**src/rtl/byte_sort_pkg.sv**
```systemverilog
// Shared types and constants for the byte sorting sequencer.
// State encoding plus the comparator carry-in that makes a single compare standalone.
package byte_sort_pkg;

   typedef logic [7:0] byte_t;

   typedef enum logic [1:0] {
      LOAD  = 2'd0,
      SORT  = 2'd1,
      DRAIN = 2'd2
   } state_t;

   // Carry-in for an isolated compare: treat "everything above" as equal.
   localparam logic CMP_LT0 = 1'b0;
   localparam logic CMP_ET0 = 1'b1;
   localparam logic CMP_GT0 = 1'b0;

endpackage

```
**src/rtl/byte_sort_if.sv**
```systemverilog
// Producer/consumer handshake bundle for byte_sort_ctrl.
// master = the side that feeds bytes and consumes sorted bytes; slave = the sorter.
interface byte_sort_if;
   import byte_sort_pkg::*;

   logic  in_valid;
   logic  in_ready;
   byte_t in_data;
   logic  out_valid;
   logic  out_ready;
   byte_t out_data;
   logic  out_last;

   modport master (
      output in_valid, in_data, out_ready,
      input  in_ready, out_valid, out_data, out_last
   );

   modport slave (
      input  in_valid, in_data, out_ready,
      output in_ready, out_valid, out_data, out_last
   );

endinterface

```
**src/rtl/comparator8.sv**
```systemverilog
// Cascadable unsigned 8-bit magnitude comparator.
// Equal operands pass the carry-in flags through, so chains resolve from the top slice down.
module comparator8
   import byte_sort_pkg::*;
(
   input  byte_t p,
   input  byte_t q,
   input  logic  lt_in,
   input  logic  et_in,
   input  logic  gt_in,
   output logic  lt,
   output logic  et,
   output logic  gt
);

   logic eq;

   assign eq = (p == q);
   assign lt = (p < q) | (eq & lt_in);
   assign gt = (p > q) | (eq & gt_in);
   assign et = eq & et_in;

endmodule

```
**src/rtl/byte_sort_ctrl.sv**
```systemverilog
// Loads DEPTH bytes, bubble-sorts them in place with one shared compare per clock,
// then streams the ordered block out; single buffer, no load/drain overlap.
module byte_sort_ctrl
   import byte_sort_pkg::*;
#(
   parameter int DEPTH   = 8,
   parameter bit DESCEND = 1'b0
) (
   input  logic         clk,
   input  logic         rst,
   byte_sort_if.slave   bus,
   output logic         busy,
   output logic [7:0]   cmp_count
);

   localparam int IDX_W = $clog2(DEPTH);
   localparam logic [IDX_W-1:0] LAST_IDX = IDX_W'(DEPTH - 1);
   localparam logic [IDX_W-1:0] LAST_CMP = IDX_W'(DEPTH - 2);

   state_t           state_reg, state_next;
   logic [IDX_W-1:0] wr_idx_reg, wr_idx_next;
   logic [IDX_W-1:0] rd_idx_reg, rd_idx_next;
   logic [IDX_W-1:0] cmp_idx_reg, cmp_idx_next;
   logic [IDX_W-1:0] pass_reg, pass_next;
   logic             swap_seen_reg, swap_seen_next;
   logic [7:0]       cmp_count_reg, cmp_count_next;
   byte_t            data_reg [DEPTH];

   logic [IDX_W-1:0] cmp_idx_inc;
   byte_t            cmp_p, cmp_q;
   logic             cmp_lt, cmp_et, cmp_gt;
   logic             swap_now, swap_any;
   logic             load_fire, drain_fire;

   assign cmp_idx_inc = cmp_idx_reg + 1'b1;
   assign cmp_p       = data_reg[cmp_idx_reg];
   assign cmp_q       = data_reg[cmp_idx_inc];

   comparator8 u_cmp (
      .p     (cmp_p),
      .q     (cmp_q),
      .lt_in (CMP_LT0),
      .et_in (CMP_ET0),
      .gt_in (CMP_GT0),
      .lt    (cmp_lt),
      .et    (cmp_et),
      .gt    (cmp_gt)
   );

   // Equal bytes never swap, which keeps the sort stable.
   assign swap_now   = (state_reg == SORT) && !cmp_et && (DESCEND ? cmp_lt : cmp_gt);
   assign swap_any   = swap_seen_reg | swap_now;
   assign load_fire  = (state_reg == LOAD) && bus.in_valid;
   assign drain_fire = (state_reg == DRAIN) && bus.out_ready;

   always_ff @(posedge clk or posedge rst) begin
      if (rst) begin
         state_reg     <= LOAD;
         wr_idx_reg    <= '0;
         rd_idx_reg    <= '0;
         cmp_idx_reg   <= '0;
         pass_reg      <= '0;
         swap_seen_reg <= 1'b0;
         cmp_count_reg <= '0;
      end else begin
         state_reg     <= state_next;
         wr_idx_reg    <= wr_idx_next;
         rd_idx_reg    <= rd_idx_next;
         cmp_idx_reg   <= cmp_idx_next;
         pass_reg      <= pass_next;
         swap_seen_reg <= swap_seen_next;
         cmp_count_reg <= cmp_count_next;
      end
   end

   always_comb begin
      state_next     = state_reg;
      wr_idx_next    = wr_idx_reg;
      rd_idx_next    = rd_idx_reg;
      cmp_idx_next   = cmp_idx_reg;
      pass_next      = pass_reg;
      swap_seen_next = swap_seen_reg;
      cmp_count_next = cmp_count_reg;
      case (state_reg)
         LOAD: begin
            if (load_fire) begin
               if (wr_idx_reg == LAST_IDX) begin
                  wr_idx_next    = '0;
                  cmp_idx_next   = '0;
                  pass_next      = '0;
                  swap_seen_next = 1'b0;
                  cmp_count_next = '0;
                  state_next     = SORT;
               end else begin
                  wr_idx_next = wr_idx_reg + 1'b1;
               end
            end
         end
         SORT: begin
            if (cmp_count_reg != 8'hFF)
               cmp_count_next = cmp_count_reg + 8'd1;
            if (cmp_idx_reg == LAST_CMP) begin
               cmp_idx_next = '0;
               // A clean pass means sorted; DEPTH-1 passes is the bubble-sort worst case.
               if (!swap_any || (pass_reg == LAST_CMP)) begin
                  rd_idx_next = '0;
                  state_next  = DRAIN;
               end else begin
                  pass_next      = pass_reg + 1'b1;
                  swap_seen_next = 1'b0;
               end
            end else begin
               cmp_idx_next   = cmp_idx_inc;
               swap_seen_next = swap_any;
            end
         end
         DRAIN: begin
            if (drain_fire) begin
               if (rd_idx_reg == LAST_IDX) begin
                  rd_idx_next = '0;
                  wr_idx_next = '0;
                  state_next  = LOAD;
               end else begin
                  rd_idx_next = rd_idx_reg + 1'b1;
               end
            end
         end
         default: begin
            rd_idx_next = '0;
            wr_idx_next = '0;
            state_next  = LOAD;
         end
      endcase
   end

   always_ff @(posedge clk or posedge rst) begin
      if (rst) begin
         for (int j = 0; j < DEPTH; j++)
            data_reg[j] <= '0;
      end else if (load_fire) begin
         data_reg[wr_idx_reg] <= bus.in_data;
      end else if (swap_now) begin
         data_reg[cmp_idx_reg] <= cmp_q;
         data_reg[cmp_idx_inc] <= cmp_p;
      end
   end

   assign bus.in_ready  = (state_reg == LOAD);
   assign bus.out_valid = (state_reg == DRAIN);
   assign bus.out_data  = (state_reg == DRAIN) ? data_reg[rd_idx_reg] : '0;
   assign bus.out_last  = (state_reg == DRAIN) && (rd_idx_reg == LAST_IDX);
   assign busy          = (state_reg == SORT) || (state_reg == DRAIN);
   assign cmp_count     = cmp_count_reg;

endmodule
```
**src/flat_wrapper.sv**
```systemverilog
// flat-port wrapper written by rule: the top's interface ports become plain ports
module byte_sort_ctrl_flat import byte_sort_pkg::*;
#(
   parameter int DEPTH   = 8,
   parameter bit DESCEND = 1'b0
)
  (clk, rst, busy, cmp_count, bus_in_valid, bus_in_data, bus_out_ready, bus_in_ready, bus_out_valid, bus_out_data, bus_out_last);
  byte_sort_if bus_i ();
  input  logic clk;
  input  logic rst;
  output logic busy;
  output logic [7:0] cmp_count;
  input wire logic [$bits(bus_i.in_valid)-1:0] bus_in_valid;
  input wire logic [$bits(bus_i.in_data)-1:0] bus_in_data;
  input wire logic [$bits(bus_i.out_ready)-1:0] bus_out_ready;
  output wire logic [$bits(bus_i.in_ready)-1:0] bus_in_ready;
  output wire logic [$bits(bus_i.out_valid)-1:0] bus_out_valid;
  output wire logic [$bits(bus_i.out_data)-1:0] bus_out_data;
  output wire logic [$bits(bus_i.out_last)-1:0] bus_out_last;
  assign bus_i.in_valid = bus_in_valid;
  assign bus_i.in_data = bus_in_data;
  assign bus_i.out_ready = bus_out_ready;
  assign bus_in_ready = bus_i.in_ready;
  assign bus_out_valid = bus_i.out_valid;
  assign bus_out_data = bus_i.out_data;
  assign bus_out_last = bus_i.out_last;
  byte_sort_ctrl #(.DEPTH(DEPTH), .DESCEND(DESCEND)) u_core (.clk(clk), .rst(rst), .bus(bus_i), .busy(busy), .cmp_count(cmp_count));
endmodule
```
**config.mk**
```make
export PLATFORM = sky130hd
export DESIGN_NAME = byte_sort_ctrl_flat
export DESIGN_NICKNAME = d
export VERILOG_FILES = /design/src/rtl/byte_sort_pkg.sv /design/src/rtl/byte_sort_if.sv /design/src/rtl/comparator8.sv /design/src/rtl/byte_sort_ctrl.sv /design/src/flat_wrapper.sv
export SDC_FILE = /design/constraint.sdc
export NUM_CORES = 1
export LEC_CHECK = 0
export CAP_MARGIN = 10
export CELL_PAD_IN_SITES_DETAIL_PLACEMENT = 1
export CELL_PAD_IN_SITES_GLOBAL_PLACEMENT = 2
export CORE_UTILIZATION = 43
export DETAILED_ROUTE_END_ITERATION = 10
export PLACE_DENSITY_LB_ADDON = 0.1
export SYNTH_ARGS = -nofsm -noshare
export SYNTH_HDL_FRONTEND = slang
export SYNTH_SLANG_ARGS = --single-unit
```
**constraint.sdc**
```tcl
create_clock -name clk -period 5.85 [get_ports clk]
set_input_delay 1.755 -clock clk [delete_from_list [all_inputs] [get_ports clk]]
set_output_delay 1.755 -clock clk [all_outputs]
set_load 0.1 [all_outputs]
```
After elaboration in Yosys (flattened, before gate mapping)
Cells that the tools add are included.
Storage, ports and cells
  register bits: 87
  bits of input ports: 12
  output and inout bits: 20
  word-level logic and storage cells: 128
Operators by class
  $add $sub $neg: 5
  magnitude comparators: 8
  equal/unequal tests: 17
  mux-type cells: 54
  bitwise gates (word level): 7
  reductions and logical operators: 22
Operators by type and width (count)
  bitwise mux 64 bit: 3
  2-to-1 mux 64 bit: 2
  2-to-1 mux 8 bit: 13
  binary-select mux 8 bit (select 3 bit): 3
  demux 8 bit (select 3 bit): 3
  2-to-1 mux 3 bit: 13
  one-hot mux 3 bit (3 select lines): 2
  >= comparator 4 bit (second input constant): 4
  NOT 3 -> 4 bit: 4
  one-hot mux 8 bit (2 select lines): 1
  AND reduction 4 bit: 4
  inequality test 2 x 1 -> 1 bit (second input constant): 7
  adder 3 x 1 -> 3 bit (second input constant): 4
  == test 3 bit (second input constant): 4
  < comparator 4 x 1 -> 1 bit (second input constant): 3
  2-to-1 mux 2 bit: 6
  one-hot mux 3 bit (2 select lines): 2
  adder 8 x 1 -> 8 bit (second input constant): 1
  == test 8 bit: 1
  > comparator 8 bit: 1
  logical AND 1 bit: 8
  inequality test 8 bit (second input constant): 1
  one-hot mux 2 bit (3 select lines): 1
  AND reduction 6 bit: 1
  other kinds (14): 21

Logic depth before layout (Yosys ltp)
Gate-level depths: netlist (run 1).
  depth in word-level cells: 15
  gate-level depth with buffers: 19
  depth with buffers taken out: 13

Hierarchy
A second synthesis (run 1) with hierarchy kept.
Unflattened totals
  cell total of the unflattened synthesis: 741
  area total of the unflattened synthesis: 7085.5 µm²
Modules (own cells, without submodules)
  byte_sort_ctrl: instances 1, cells an instance 709, area each 6851.6 µm², sequential area each 2177.1 µm²
  comparator8: instances 1, cells an instance 32, area each 234.0 µm², sequential area each 0.0 µm²

Least setup slack after synthesis (run 1)
Ideal clock, no wire load.
  path kind: register -> output
  start point: register u_core.state_reg[0]
  end point: output port bus_out_data[0]
  arrival time: 3.801 ns
  required time: 4.095 ns
  setup slack: 0.294 ns
  cell stages (with the launch flop): 5
  path buffers: 1
  cells stage by stage: dfrtp_1 > inv_1 > ha_1 > clkbuf_1 > a21boi_0
Between the ends
  longest elaborated chain between the ends: 2
Ends and longest elaborated chain
  from (decl): RTL line byte_sort_ctrl.sv:20  | state_t state_reg, state_next;
  from (signal assigned): RTL line byte_sort_ctrl.sv:66  | state_reg <= state_next;
  == test 2 bit
  named net bus_out_valid: RTL line flat_wrapper.sv:17  | output wire logic [$bits(bus_i.out_valid)-1:0] bus_out_valid;
  2-to-1 mux 8 bit: RTL line byte_sort_ctrl.sv:150  | assign bus.out_data = (state_reg == DRAIN) ? data_reg[rd_idx_reg] : '0;
  to (decl): RTL line flat_wrapper.sv:18  | output wire logic [$bits(bus_i.out_data)-1:0] bus_out_data;
The timed path passes the listed nets, and every way through them passes these cells.

Worst setup path after layout (run 1)
  start point: register u_core.cmp_idx_reg[0]
  end point: register u_core.data_reg[33] in the netlist's numbering
Between the ends
  longest elaborated chain between the ends: 10
  elaborated cells on any way between the ends: 29
  those cells by class: 1 x add/sub; 5 x order compare; 1 x eq/ne; 14 x mux; 2 x bitwise; 6 x reduce/logical
Ends and longest elaborated chain
  from (decl): RTL line byte_sort_ctrl.sv:23  | logic [IDX_W-1:0] cmp_idx_reg, cmp_idx_next;
  from (signal assigned): RTL line byte_sort_ctrl.sv:69  | cmp_idx_reg <= cmp_idx_next;
  branches (longest 10 deep; another with > comparator 8 bit)
  to (signal, indexed assignment): RTL line byte_sort_ctrl.sv:141  | data_reg[wr_idx_reg] <= bus.in_data;
  to (signal, indexed assignment): RTL line byte_sort_ctrl.sv:143  | data_reg[cmp_idx_reg] <= cmp_q;
  to (signal, indexed assignment): RTL line byte_sort_ctrl.sv:144  | data_reg[cmp_idx_inc] <= cmp_p;
  to (decl): RTL line byte_sort_ctrl.sv:27  | byte_t data_reg [DEPTH];
Several ways; the timed one is not identified. The select of a mux whose other input is x is not followed.
A chain may end at the register's enable or synchronous reset.

==> impl_results.md, run 1 <==
- Hold Path End: u_core.pass_reg[2]
- Vias: 6,514
- Crit Path Class: flop to flop
- Outcome: completed
- Port bufs: 31
- Final Cell Area: 0.007801 sq mm
- Final total power: 5.109 mW
- Initial Util: 0.4404
- Dpl cell area: 0.007511 sq mm
- Post-detailed-route count of antenna-violating nets: 0
- Netlist Area Pre-Place: 0.006995 sq mm
- Pins over their slew limit: 0
- Htree depth: 3
- Power per cell area: 654.9 mW/mm^2
- Rows: 46
- Post-synth EDFFs: 0
- Dpl ws: 814.3 ps
- Area delta synth->final: 11.52%
- Die X: 129.6 microns
- DR vias/cell: 6.757
- Filler instances: 1,835
- Crit start category: flop
- Synth Net Count: 754
- Top FF cell, synth: dfrtp_1
- Setup Viol. Count Final: 0
- Worst Path Required: 6090 ps
- Worst-Margin Slew: 1096 ps
- Reg2Reg Setup Slack: 610 ps
- Max reg flops: 64
- Max VDD drop: 0.3822 mV
- Core Region: 0.01589 sq mm
- Netlist cell types: 74
- Share of layout cells above drive strength 1: 0.2289
- Reg2reg start: u_core.cmp_idx_reg[0]
- Post-DP HPWL: 18,830 microns
- GRT overflow: 0
- Minimum clock period: 5236 ps
- Fin. Hold Viols: 0
- CTS sink cnt: 87
- Drt pass-1 iters: 5
- Met3 wire len: 2033 microns
- Commonest cells in the netlist: nand2_1 (116), dfrtp_1 (87), mux2_2 (58)
- Vias in the first global route: 6,647
- Hold_sp: u_core.pass_reg[2]
- M1 WL: 11,440 microns
- Mean area per synthesized cell: 9.689 sq um
- Sequential area share after synthesis: 0.3112
- Top cells by area, synth: dfrtp_1 (31%), mux4_2 (12%), mux2_2 (9.3%)
- Routed len/inst: 28.13 microns
- WP data arrival: 5480 ps
- Synth top area share: 0.3112
- Placed cells: 949
- Skew final: 6.923 ps
- Most frequent cell after synthesis: nand2_1
- Largest net degree at the start of global routing: 50
- Register Area: 0.002178 sq mm
- Area occupied by multi-input gates: 0.004516 sq mm
- Routed wire length: 27,120 microns
- Synth warn: 0
- Final nets: 776
- Clock root cell: clkbuf_16
- Die Area: 0.01678 sq mm
- Setup crit end kind: flop
- P_leak: 3.219 nW
- Crit-path max FO: 15
- First-pass GRT wire length: 41,660 microns
- Clk Latency, worst-skew pair: 360 ps
- Die height: 129.6 microns
- Seq cells post-synth: 87
- Top cell type by total area after synthesis: dfrtp_1
- DRC Markers: 0
- Setup ws final: 613.7 ps
- Final Util: 0.4911
- Finished Layout Cells: 964
- Max-Cap Viols: 0
- Tcrit/Tclk final: 0.8951
- Ports: 32
- R2R cell count: 13
- Worst setup path start: u_core.cmp_idx_reg[0]
- Setup tns final: 0 ps
- Unrepaired setup endpoints after global routing: false
- Hold buffers post-CTS: 0
- Initial antenna violation count: 0
- GR Util All Layers: 0.3425
- Clock-pin slew of the registers on the worst-case setup and hold paths: 70 ps
- CTS Buf Count: 9
- CTS tree: built
- Hold Path Class: flop to flop
- Starting DRT DRC Count: 664
- Placer congestion estimate: 0.8965
- Post-Synthesis Cells: 722
- Fmax achieved: 0.1910 GHz
- Reg2reg end: u_core.data_reg[33]
- Hold Path Depth: 1
- Cells resized by post-CTS repair: 0
- Post-CTS repair timing setup buffer count: 0
- Slew headroom: 0.2658
- WL met2: 12,590 microns
- Max Used Layer: met4
- Clock tree buffer depth: 2
- Hold slack final: 529.8 ps
- Post-synth ARST share: 1.000
## kinds of logic after synthesis
family	synth area share
buffers and inverters	0.04328
DFF	0.3112
and+or+nand+nor	0.1654
xor gates and xnor gates	0.01091
muxes	0.2366
AOI/OAI and AO/OA	0.1967
adders and majority gates	0.03577
## power breakdown
group          internal (mW)  switching, mW  total (mW)
registers              0.822          0.268        1.09
logic                   1.26           2.16        3.42
clock network          0.339          0.260       0.598
total                   2.42           2.69        5.11
## final cells by class
| cell class | count | share of cell area |
|---|---|---|
| Inverter | 20 | 0.009783 |
| Antenna cell | 1 | 0.0003208 |
| Clock inverter | 3 | 0.005774 |
| Timing Repair Buffer | 53 | 0.06030 |
| Clock buffer | 11 | 0.03111 |
| Sequential cell | 87 | 0.2792 |
| Tap cell | 216 | 0.03464 |
| Multi-Input combinational cell | 573 | 0.5788 |
## worst max-delay path: stages (launching register included)
cell and delay (ps):
dfrtp_2 400, inv_1 70, ha_1 750, nor2b_1 390, a221oi_1 120, o21ai_0 570
a21oi_1 140, ha_1 370, nor2b_1 150, o211ai_1 180, nand3_1 280, a31oi_1 900
nor2_2 390, mux2_2 390
## worst max-delay path by stage
stage,cells after the start,to
after CTS,13,u_core.data_reg[35]
after global placement,6,u_core.data_reg[6]
after floorplan,4,bus_out_data[0]
after global routing,13,u_core.data_reg[33]
after detailed placement,13,u_core.data_reg[33]
final,13,u_core.data_reg[33]
## metal layers
layer	track usage	vias to the layer above
met5	0	-
met4	0.1532	0
met3	0.07019	73
met2	0.5370	317
met1	0.4572	3344
li1	-	2780
## layout by cell type (no fill, tap or decap), types with 11 or more instances in the layout
cell type        synthesis  final
dfrtp_1                 87     86
mux2_2                  58     58
a22oi_1                 24     24
nor2_1                  57     57
a221oi_1                14     14
ha_1                    20     20
o21ai_0                 23     23
nand3_1                 21     21
nand2_1                116    116
clkdlybuf4s50_1          0     24
buf_4                    5     28
a21oi_1                 27     27
and2_1                  10     11
inv_1                   18     17
mux4_2                  37     37
mux2i_1                 14     14
Note: power is estimated with default switching activity, not from simulation.
==> run 2, diff against run 1 <==
--- a/config.mk
+++ b/config.mk
@@ -11,2 +11,3 @@
 export CORE_UTILIZATION = 43
+export CTS_CLUSTER_DIAMETER = 50
 export DETAILED_ROUTE_END_ITERATION = 10
==> constraint.sdc (replaced) <==
create_clock -name clk -period 5.85 [get_ports clk]
set_input_delay 0.585 -clock clk [delete_from_list [all_inputs] [get_ports clk]]
set_output_delay 0.585 -clock clk [all_outputs]
set_load 0.1 [all_outputs]
==> impl_results.md, run 2 (synthesized netlist as in run 1, its figures left out) <==
- Outcome: completed
- Setup ws final: 607.5 ps
- Max-Cap Viols: 0
- DR vias/cell: 6.712
- Crit start category: flop
- Met2 usage: 0.5209
- Fmax achieved: 0.1907 GHz
- Worst-Margin Slew: 1180 ps
- Routing usage on met1: 0.4494
- Crit Path Class: flop to flop
- Power per cell area: 648.5 mW/mm^2
- Commonest non-fill, non-tap cell in the layout: nand2_1
- CTS Buf Count: 9
- Setup crit end kind: flop
- Routed len/inst: 27.59 microns
- Worst Path Required: 6090 ps
- Htree depth: 3
- CTS sink cnt: 87
- Grt met3 use: 0.06978
- Rows: 46
- Die Area: 0.01678 sq mm
- Slew headroom: 0.2097
- Vias: 6,477
- Placer congestion estimate: 0.9230
- Hold Path End: u_core.pass_reg[2]
- Drt pass-1 iters: 5
- Unrepaired setup endpoints after global routing: false
- R2R cell count: 13
- Clock root cell: clkbuf_16
- Post-CTS repair timing setup buffer count: 0
- Hold Path Class: flop to flop
- CTS tree: built
- Largest net degree at the start of global routing: 56
- Reg2Reg Setup Slack: 610 ps
- Tcrit/Tclk final: 0.8962
- Skew final: 8.874 ps
- Initial antenna violation count: 0
- Max reg flops: 64
- Die height: 129.6 microns
- Hold_sp: u_core.pass_reg[2]
- Core Region: 0.01589 sq mm
- Most frequent cells in the layout: nand2_1 (116), dfrtp_1 (86), mux2_2 (58)
- Routed wire length: 26,630 microns
- Global route hottest layer: met2
- Pins over their slew limit: 0
- GRT overflow: 0
- Fin. Hold Viols: 0
- First-pass GRT wire length: 40,880 microns
- Final total power: 5.067 mW
- Hold slack final: 527.9 ps
- Dpl ws: 695.3 ps
- Post-DP HPWL: 18,500 microns
- Initial Util: 0.4404
- Hold buffers post-CTS: 0
- DRC Markers: 0
- Vias in the first global route: 6,637
- Minimum clock period: 5243 ps
- Hold Path Depth: 1
- Port bufs: 31
- P_leak: 3.194 nW
- Final nets: 774
- Clock tree buffer depth: 2
- Cells resized by post-CTS repair: 0
- GR Util All Layers: 0.3357
- Share of layout cells above drive strength 1: 0.2209
- Die X: 129.6 microns
- Ports: 32
- Starting DRT DRC Count: 545
- Post-detailed-route count of antenna-violating nets: 0
- Setup Viol. Count Final: 0
- Area delta synth->final: 11.70%
- Clock-pin slew of the registers on the worst-case setup and hold paths: 70 ps
- Clk Latency, worst-skew pair: 360 ps
- Reg2reg start: u_core.cmp_idx_reg[1]
- Crit-path max FO: 11
- Setup tns final: 0 ps
- Max VDD drop: 0.5255 mV
- WP data arrival: 5480 ps
- Reg2reg end: u_core.data_reg[28]
==> run 2: worst max path at each step <==
stage	cells past startpoint	end	from
2_1_floorplan	4	bus_out_data[0]	u_core.state_reg[0]
3_3_place_gp	13	u_core.data_reg[9]	u_core.cmp_idx_reg[1]
3_5_place_dp	13	u_core.data_reg[31]	u_core.cmp_idx_reg[1]
4_1_cts	13	u_core.data_reg[31]	u_core.cmp_idx_reg[1]
5_1_grt	13	u_core.data_reg[31]	u_core.cmp_idx_reg[1]
6_report	13	u_core.data_reg[28]	u_core.cmp_idx_reg[1]
==> run 2: routing by layer <==
layer / part of all wire / up-vias
met4: 0.039 / 0
met1: 0.42 / 3318
met2: 0.46 / 318
met3: 0.084 / 67
met5: 0 / -
li1: - / 2774
==> run 2: critical path, stage by stage, from the launching register on <==
cell and delay, ps:
dfrtp_1 630, ha_1 410, xor2_2 610, buf_4 340, buf_4 190, mux2i_1 290
a21oi_1 140, ha_1 340, nor2b_1 140, o211ai_1 190, nand3_1 240, a31oi_1 940
nor2_2 310, mux2_2 360
==> run 2: area by class of cell <==
| class | instances | area (sq um) |
|---|---|---|
| Multi-Input combinational cell | 573 | 4516 |
| Antenna cell | 2 | 5.005 |
| Sequential cell | 87 | 2178 |
| Timing Repair Buffer | 51 | 460.4 |
| Fill cell | 1819 | 8071 |
| Inverter | 20 | 76.32 |
| Tap cell | 216 | 270.3 |
| Clock buffer | 10 | 239.0 |
| Clock inverter | 6 | 68.82 |
==> run 2: per-stage QoR <==
step | utilization | cells | cell area (sq um)
final | 0.4919 | 965 | 7814
after CTS | 0.4916 | 963 | 7809
after global routing | 0.4916 | 963 | 7809
after global placement | 0.4722 | 947 | 7501
after detailed placement | 0.4722 | 947 | 7501
after floorplan | - | 722 | 6995
==> run 2: report_power, final <==
group          internal, mW  switching, mW  total, mW
logic                  1.25           2.11       3.36
clock network         0.344          0.268      0.612
registers             0.822          0.275       1.10
